`src/rtl/nrd_pkg.sv`:
```
// nrd_pkg: shared types, default sizes and round-robin grant helper for the
// shared non-restoring divider controller.
package nrd_pkg;

    typedef enum logic [1:0] {IDLE, RUN, FIX, RESP} state_t;

    localparam int DEF_W = 4;
    localparam int DEF_N = 4;

    // First set bit of valid at or after (ptr+1) mod n, wrapping; -1 when none.
    // Walking k downwards lets the closest candidate win the last assignment.
    function automatic int rr_next(input logic [31:0] valid, input int n, input int ptr);
        rr_next = -1;
        for (int k = n; k >= 1; k--)
            if (valid[5'((ptr + k) % n)]) rr_next = (ptr + k) % n;
    endfunction

endpackage

```
`src/rtl/nrd_step.sv`:
```
// nrd_step: one combinational non-restoring division iteration
// (shift A:Q left, add or subtract the divisor by the sign of A).
module nrd_step
    import nrd_pkg::*;
#(
    parameter int W = DEF_W
) (
    input  logic [W:0]   a_i,
    input  logic [W-1:0] q_i,
    input  logic [W-1:0] m_i,
    output logic [W:0]   a_o,
    output logic [W-1:0] q_o
);

    logic [W:0] a_sh;

    assign a_sh = {a_i[W-1:0], q_i[W-1]};
    assign a_o  = a_i[W] ? a_sh + {1'b0, m_i} : a_sh - {1'b0, m_i};
    assign q_o  = {q_i[W-2:0], ~a_o[W]};

endmodule

```
`src/rtl/nrd_share_ctrl.sv`:
```
// nrd_share_ctrl: round-robin shared iterative non-restoring unsigned divider;
// one division in flight, result returned on a single valid/ready channel.
module nrd_share_ctrl
    import nrd_pkg::*;
#(
    parameter int W   = DEF_W,
    parameter int N   = DEF_N,
    parameter int IDW = $clog2(N)
) (
    input  logic             clk,
    input  logic             n_rst,
    input  logic [N-1:0]     req_valid,
    output logic [N-1:0]     req_ready,
    input  logic [N*W-1:0]   req_dividend,
    input  logic [N*W-1:0]   req_divisor,
    output logic             rsp_valid,
    input  logic             rsp_ready,
    output logic [IDW-1:0]   rsp_id,
    output logic [W-1:0]     rsp_quot,
    output logic [W-1:0]     rsp_rem,
    output logic             rsp_dbz,
    output logic             busy
);

    localparam int CW = $clog2(W) + 1;

    state_t         state_q, state_d;
    logic [IDW-1:0] rr_q, rr_d, id_q, id_d, rid_q, rid_d;
    logic [W:0]     a_q, a_d, a_step, a_fix;
    logic [W-1:0]   q_q, q_d, m_q, m_d, q_step, quot_q, quot_d, rem_q, rem_d;
    logic [CW-1:0]  cnt_q, cnt_d;
    logic           dbz_q, dbz_d, found;
    logic [IDW-1:0] gnt;
    logic [W-1:0]   sel_dvd, sel_dvs;
    int             g_int;

    assign g_int   = rr_next(32'(req_valid), N, int'(rr_q));
    assign found   = g_int >= 0;
    assign gnt     = IDW'(g_int);
    assign sel_dvd = req_dividend[gnt*W +: W];
    assign sel_dvs = req_divisor[gnt*W +: W];
    assign a_fix   = a_q[W] ? a_q + {1'b0, m_q} : a_q;

    nrd_step #(.W(W)) u_step (
        .a_i (a_q),
        .q_i (q_q),
        .m_i (m_q),
        .a_o (a_step),
        .q_o (q_step)
    );

    // Grant is only offered while idle and out of reset.
    assign req_ready = (n_rst && state_q == IDLE && found) ? N'(1) << gnt : '0;
    assign rsp_valid = state_q == RESP;
    assign busy      = state_q != IDLE;
    assign rsp_id    = rid_q;
    assign rsp_quot  = quot_q;
    assign rsp_rem   = rem_q;
    assign rsp_dbz   = dbz_q;

    always_comb begin
        state_d = state_q;
        rr_d    = rr_q;
        a_d     = a_q;
        q_d     = q_q;
        m_d     = m_q;
        cnt_d   = cnt_q;
        id_d    = id_q;
        rid_d   = rid_q;
        quot_d  = quot_q;
        rem_d   = rem_q;
        dbz_d   = dbz_q;
        case (state_q)
            IDLE: if (found) begin
                m_d   = sel_dvs;
                q_d   = sel_dvd;
                a_d   = '0;
                cnt_d = '0;
                id_d  = gnt;
                rr_d  = gnt;
                state_d = RUN;
                if (sel_dvs == '0) begin
                    state_d = RESP;
                    quot_d  = '1;
                    rem_d   = sel_dvd;
                    rid_d   = gnt;
                    dbz_d   = 1'b1;
                end
            end
            RUN: begin
                a_d   = a_step;
                q_d   = q_step;
                cnt_d = cnt_q + 1'b1;
                if (cnt_q == CW'(W - 1)) state_d = FIX;
            end
            FIX: begin
                a_d     = a_fix;
                quot_d  = q_q;
                rem_d   = a_fix[W-1:0];
                rid_d   = id_q;
                dbz_d   = 1'b0;
                state_d = RESP;
            end
            RESP: if (rsp_ready) state_d = IDLE;
            default: state_d = IDLE;
        endcase
    end

    always_ff @(posedge clk or negedge n_rst) begin
        if (!n_rst) begin
            state_q <= IDLE;
            rr_q    <= IDW'(N - 1);
            a_q     <= '0;
            q_q     <= '0;
            m_q     <= '0;
            cnt_q   <= '0;
            id_q    <= '0;
            rid_q   <= '0;
            quot_q  <= '0;
            rem_q   <= '0;
            dbz_q   <= 1'b0;
        end else begin
            state_q <= state_d;
            rr_q    <= rr_d;
            a_q     <= a_d;
            q_q     <= q_d;
            m_q     <= m_d;
            cnt_q   <= cnt_d;
            id_q    <= id_d;
            rid_q   <= rid_d;
            quot_q  <= quot_d;
            rem_q   <= rem_d;
            dbz_q   <= dbz_d;
        end
    end

endmodule

```
`config.mk`:
```
export PLATFORM = sky130hd
export DESIGN_NAME = nrd_share_ctrl
export DESIGN_NICKNAME = d
export VERILOG_FILES = /design/src/rtl/nrd_pkg.sv /design/src/rtl/nrd_step.sv /design/src/rtl/nrd_share_ctrl.sv
export SDC_FILE = /design/constraint.sdc
export NUM_CORES = 1
export LEC_CHECK = 0
export CORE_UTILIZATION = 54
export DETAILED_ROUTE_END_ITERATION = 12
export HOLD_SLACK_MARGIN = 0.05
export PLACE_DENSITY_LB_ADDON = 0.3
export SYNTH_ARGS = -nofsm -noshare
export SYNTH_HDL_FRONTEND = slang
export SYNTH_SLANG_ARGS = --single-unit
```
`constraint.sdc`:
```
create_clock -name clk -period 4.1 [get_ports clk]
set_input_delay 0.615 -clock clk [delete_from_list [all_inputs] [get_ports clk]]
set_output_delay 0.615 -clock clk [all_outputs]
set_load 0.02 [all_outputs]
```
=== Word level (Yosys, flattened, before mapping) ===
Index checks and enable logic that the tools add are counted.

* Register bits: 33
* Bits in latches: 0
* Memory bits (writable): 0
* ROM bits: 0
* Bits of input ports: 39
* Output and inout port bits: 17
* Memories kept: 0

* Add/sub/neg operators: 8
* Multipliers: 0
* Divide/modulo/power cells: 0
* Order comparisons: 5
* Equal/unequal tests: 8
* Shifts and indexed selects: 3
* Multiplexer cells: 42
* Bitwise gates (word level): 5
* Reductions and logical operators: 17

{| class="wikitable"
|+ Operator list
! kind !! number
|-
| 2-to-1 mux 32 bit || 4
|-
| greater-or-equal comparator 32 x 1 -> 1 bit, second input constant || 1
|-
| indexed part select 16 x 5 -> 4 bit || 2
|-
| < comparator 3 x 7 -> 1 bit, second input constant || 4
|-
| 2-to-1 mux 4 bit || 6
|-
| case mux 4 bit (2 select lines) || 3
|-
| 2-to-1 mux 5 bit || 3
|-
| case mux 5 bit (3 select lines) || 1
|-
| binary-select mux 1 bit (select 3 bit) || 4
|-
| 2-to-1 mux 2 bit || 6
|-
| adder 5 x 4 -> 5 bit || 2
|-
| 2-to-1 mux 1 bit || 10
|-
| case mux 2 bit (4 select lines) || 1
|-
| OR reduction 2 bit || 4
|-
| case mux 3 bit (2 select lines) || 1
|-
| AND reduction 2 bit || 3
|-
| AND reduction 3 bit || 2
|-
| nonzero test 2 bit || 3
|-
| subtractor 5 x 4 -> 5 bit || 1
|-
| adder 2 x 1 -> 2 bit, second input constant || 2
|-
| adder 2 bit, second input constant || 2
|-
| bitwise AND 1 bit, first input constant || 4
|-
| == test 2 bit, second input constant || 2
|-
| zero test 4 bit || 1
|-
| other kinds (13) || 16
|}

=== Longest topological paths before layout ===
* Depth in word-level cells: 15
* Gate-level depth with buffers: 11
* Mapped depth without buffers: 11

=== By module ===
A second synthesis with hierarchy kept.

* Cells, all modules: 252
* Area total of the unflattened synthesis: 2453.6 µm²

{| class="wikitable"
|+ Modules (own cells, without submodules)
! module !! instances !! cells each !! area an instance (µm²) !! sequential area each (µm²)
|-
| nrd_share_ctrl || 1 || 225 || 2195.9 || 828.3
|-
| nrd_step || 1 || 27 || 257.7 || 0.0
|}

=== Worst setup path before layout ===
No wires, ideal clock.

* Path kind: in2out
* Start: input port req_valid[1]
* End: output port req_ready[2]
* Arrival time: 2.289 ns
* Slack: 1.196 ns
* Stages on the path: 5
* Buffers on the path: 2
* Cell sequence: nor2b_1 > o311ai_4 > buf_6 > clkbuf_1 > nor3b_1

* Word-level cells in the longest chain between the ends: 10
* Elaborated cells between the ends (all ways): 20
* Classes of those cells: order compare (1); shift (1); mux (17); reduce/logical (1)

{| class="wikitable"
|+ Ends and longest elaborated chain
! item !! line !! source
|-
| start, declared || nrd_share_ctrl.sv:12 || <nowiki>input logic [N-1:0] req_valid,</nowiki>
|-
| binary-select mux 1 bit (select 3 bit) || nrd_pkg.sv:15 || <nowiki>if (valid[5'((ptr + k) % n)]) rr_next = (ptr + k) % n;</nowiki>
|-
| 2-to-1 mux 1 bit (implied by the code) (2 in series) || nrd_pkg.sv:15 ||
|-
| 2-to-1 mux 32 bit (3 in series) || nrd_pkg.sv:15 ||
|-
| 2-to-1 mux 32 bit * || nrd_pkg.sv:15 ||
|-
| greater-or-equal comparator 32 x 1 -> 1 bit || nrd_share_ctrl.sv:38 || <nowiki>assign found = g_int >= 0;</nowiki>
|-
| logical AND 1 bit || nrd_share_ctrl.sv:53 || <nowiki>assign req_ready = (n_rst && state_q == IDLE && found) ? N'(1) << gnt : '0;</nowiki>
|-
| 2-to-1 mux 4 bit * || nrd_share_ctrl.sv:53 ||
|-
| end, declared || nrd_share_ctrl.sv:13 || <nowiki>output logic [N-1:0] req_ready,</nowiki>
|}

Mark *: on every way between the ends. The rest lies on a longest branch, timed or not. The select of a mux whose other input is x is not followed.

=== Worst setup path after layout ===
* Start: input port req_valid[1]
* End: output port req_ready[1]

Same word-level chain as after synthesis.

==> results.sh <==
export IMPL_fmax_mhz=284
export IMPL_period_share_pct=85.7
export IMPL_start_util_pct=58.4
export IMPL_final_cells=370
export IMPL_post_cts_buffers=0
export IMPL_critPathBufInv=3
export IMPL_clock_path_buffers=2
export IMPL_worstPathMaxFanout=17
export IMPL_synth_edf_count=0
export IMPL_clockPowerShare_pct=9.7
export IMPL_mostFrequentLayoutCells="55 x clkdlybuf4s50_1, 31 x dfrtp_1, 25 x nor2_1, 21 x o21ai_0, 20 x nand2_1"
export IMPL_yosys_warnings=0
export IMPL_swShare_pct=46.8
export IMPL_layout_commonest_cell="clkdlybuf4s50_1"
export IMPL_drc=0
export IMPL_cts_htree_levels=2
export IMPL_place_ws_ps=516
export IMPL_clk_pin_slew_ps=60
export IMPL_grt_util_all_layers_pct=29.7
export IMPL_hold_viol=0
export IMPL_p_sw_mw=1.15
export IMPL_ant_nets=0
export IMPL_avgSynthCellArea_um2=9.23
export IMPL_first_global_vias=2126
export IMPL_antenna_found_initial=0
export IMPL_design_die_area_mm2=0.00475
export IMPL_rsz0062_at_grt="false"
export IMPL_hold_buffers=0
export IMPL_clock_latency_ps=290
export IMPL_peakVddDrop_mv=0.435
export IMPL_final_max_slew_violation_count=0
export IMPL_seq_area_frac_synth_pct=34.2
export IMPL_syn_cell_area_mm2=0.00242
export IMPL_fin_nets=376
export IMPL_synth_fp_nets=319
export IMPL_portBuffers=55
export IMPL_r2r_slack_ps=1120
export IMPL_outcome="finished, final reports clean"
export IMPL_cpMostUsedCell="clkdlybuf4s50_1"
export IMPL_intPower_mw=1.31
export IMPL_p_seq_share_pct=27.5
export IMPL_wl_mm=6.33
export IMPL_leakagePower_nw=1.36
export IMPL_ys_flop_type="dfrtp_1"
export IMPL_setup_ws_ps=585
export IMPL_fin_tns_setup_ps=0
export IMPL_cts_resized_gates=0
export IMPL_clock_root_buffer="clkbuf_8"
export IMPL_combPwrFrac_pct=62.8
export IMPL_dp_hpwl_mm=4.62
export IMPL_cts_tree="yes"
export IMPL_detail_route_iter0_violations=230
export IMPL_arrival_ps=2900
export IMPL_crit_start="req_valid[1]"
export IMPL_power_density_mw_per_mm2=794
export IMPL_crit_type="input port to output pin"
export IMPL_num_rows=23
export IMPL_vias=2300
export IMPL_diodes=0
export IMPL_crit_required_ps=3480
export IMPL_netlist_instances=262
export IMPL_coreArea_mm2=0.00414
export IMPL_die_h_um=68.9
export IMPL_syn2layout_area_growth_pct=28.3
export IMPL_setup_viol=0
export IMPL_ys_types=44
export IMPL_max_slew_margin_pct=56.0
export IMPL_synth_seq_cells=33
export IMPL_cp_top_family="buffers and inverters"
export IMPL_wl_per_cell_um=17.1
export IMPL_slowest_stage="clkdlybuf4s50_1"
export IMPL_die_x_um=68.9
export IMPL_finalPower_mw=2.46
export IMPL_grt_ovfl_total=0
export IMPL_dp_cells=362
export IMPL_path_cells="clkdlybuf4s50_1, nor2b_1, nor3_1, o22ai_2, buf_4, nor3b_1, clkdlybuf4s50_1"
export IMPL_worstHoldStart="rsp_quot[1]$_DFFE_PN0P_"
export IMPL_grt_max_degree=23
export IMPL_vias_per_cell=6.22
export IMPL_hold_class="register to register"
export IMPL_timing_rr_start="rr_q[0]$_DFFE_PN1P_"
export IMPL_tightest_slew_ps=658
export IMPL_end_kind="output pin"
export IMPL_critPathLaunchType="input port"
export IMPL_max_cap_violations=0
export IMPL_skew_ps=7.30
export IMPL_worst_path_largest_cell_delay_ps=640
export IMPL_cts_buffers=5
export IMPL_gp_congestion=0.936
export IMPL_boundaryPins=56
export IMPL_grt_pass1_wl_mm=10.2
export IMPL_clock_sinks=33
export IMPL_period_needed_ps=3520
export IMPL_layout_drive_gt1_share_pct=10.0
export IMPL_firstDrtPassIters=5
export IMPL_postSynth_asyncResetShare_pct=100
[power by group through the flow]
stage	Sequential [mW]	Combinational, mW	Clock (mW)
global placement	0.666	1.46	0
global route	0.695	1.70	0.254
CTS	0.670	1.53	0.241
finish	0.678	1.55	0.239
floorplan	0.661	1.08	0
detailed placement	0.672	1.50	0
[final cells by class]
class	instances	area [µm²]
repair buffers	60	588
clock buffers	6	72.6
multi-input cells	204	1490
inverters	15	56.3
clock inverters	2	10.0
flip-flops and latches	33	828
fillers	293	1040
well taps	50	62.6
[worst paths after layout]
path / end / depth (start not counted)
worst max register to register: rsp_id[1]$_DFFE_PN0P_ / 9
worst min register to register: rsp_quot[1]$_DFFE_PN0P_ / 1
worst min-delay path: rsp_quot[1]$_DFFE_PN0P_ / 1
worst max-delay path: req_ready[1] / 7
max in group asynchronous: rsp_dbz$_DFFE_PN0P_ / 2
min in group asynchronous: id_q[0]$_DFFE_PN0P_ / 1
[routing by layer]
layer	part of all wire, %	up-vias	global-route usage [%]	wire length, µm
li1	-	1073	-	-
met1	43	1084	38.6	2720
met2	47	122	47.7	2960
met3	7.3	21	7.07	460
met4	2.9	0	11.2	186
met5	0	-	0	0
[flip-flops by register name (all words and copies together) (netlist names)]
register / flops
a_q: 5
cnt_q: 3
id_q: 2
m_q: 4
q_q: 4
rr_q: 2
rsp_dbz: 1
rsp_id: 2
rsp_quot: 4
rsp_rem: 4
state_q: 2
[cell usage after synthesis (2+ instances only)]
cell type / count / area share [%]
nand3_1: 9 / 1.9
nand2_1: 20 / 3.1
nor2_1: 25 / 3.9
nand2b_1: 2 / 0.52
mux2i_1: 18 / 7.4
o21ai_0: 21 / 4.3
o221a_1: 2 / 0.93
o211ai_1: 5 / 1.6
dfstp_2: 2 / 2.2
a22oi_1: 8 / 2.5
clkbuf_1: 7 / 1.1
a211oi_1: 2 / 0.62
inv_1: 14 / 2.2
dfrtp_1: 31 / 32
nor3b_1: 3 / 0.93
xor2_1: 2 / 0.72
nand3b_1: 3 / 0.93
mux2_2: 9 / 4.2
o22a_1: 4 / 1.4
a21oi_1: 10 / 2.1
nor2b_1: 3 / 0.78
a32oi_1: 2 / 0.72
buf_2: 2 / 0.41
nor3_1: 9 / 1.9
a21o_1: 4 / 1.2
a21boi_0: 2 / 0.62
or2_2: 2 / 0.52
ha_1: 16 / 8.3
a22o_1: 3 / 1.1
xnor2_1: 7 / 2.5
fa_1: 2 / 1.7
[worst register-to-register path: stages, from the launching register on]
cell and delay [ps]:
dfstp_2 560, nor2b_1 80, o311ai_4 410, buf_4 350
nand2_1 90, o311a_1 140, nor4_2 350, nand2_2 270
mux2_1 370, o221a_1 230
[cell families (layout without fill, tap and decap cells)]
logic type / count (synthesis) / count (layout) / share of synthesized area, %
flops: 33 / 33 / 34.2
fa+ha+maj: 18 / 18 / 9.93
mux: 28 / 28 / 12.1
simple gates: 79 / 79 / 15.5
compound gates: 70 / 70 / 20.6
buf+inv: 25 / 83 / 4.29
xor+xnor: 9 / 9 / 3.26
[per-stage QoR]
step	hold slack [ps]	util [%]	area (µm²)
final	496	74.9	3100
after global routing	519	74.9	3100
after CTS	502	74.9	3100
after detailed placement	486	72.9	3020
after global placement	473	72.9	3020
after floorplan	319	-	2420
(Power assumes the default switching activity.)
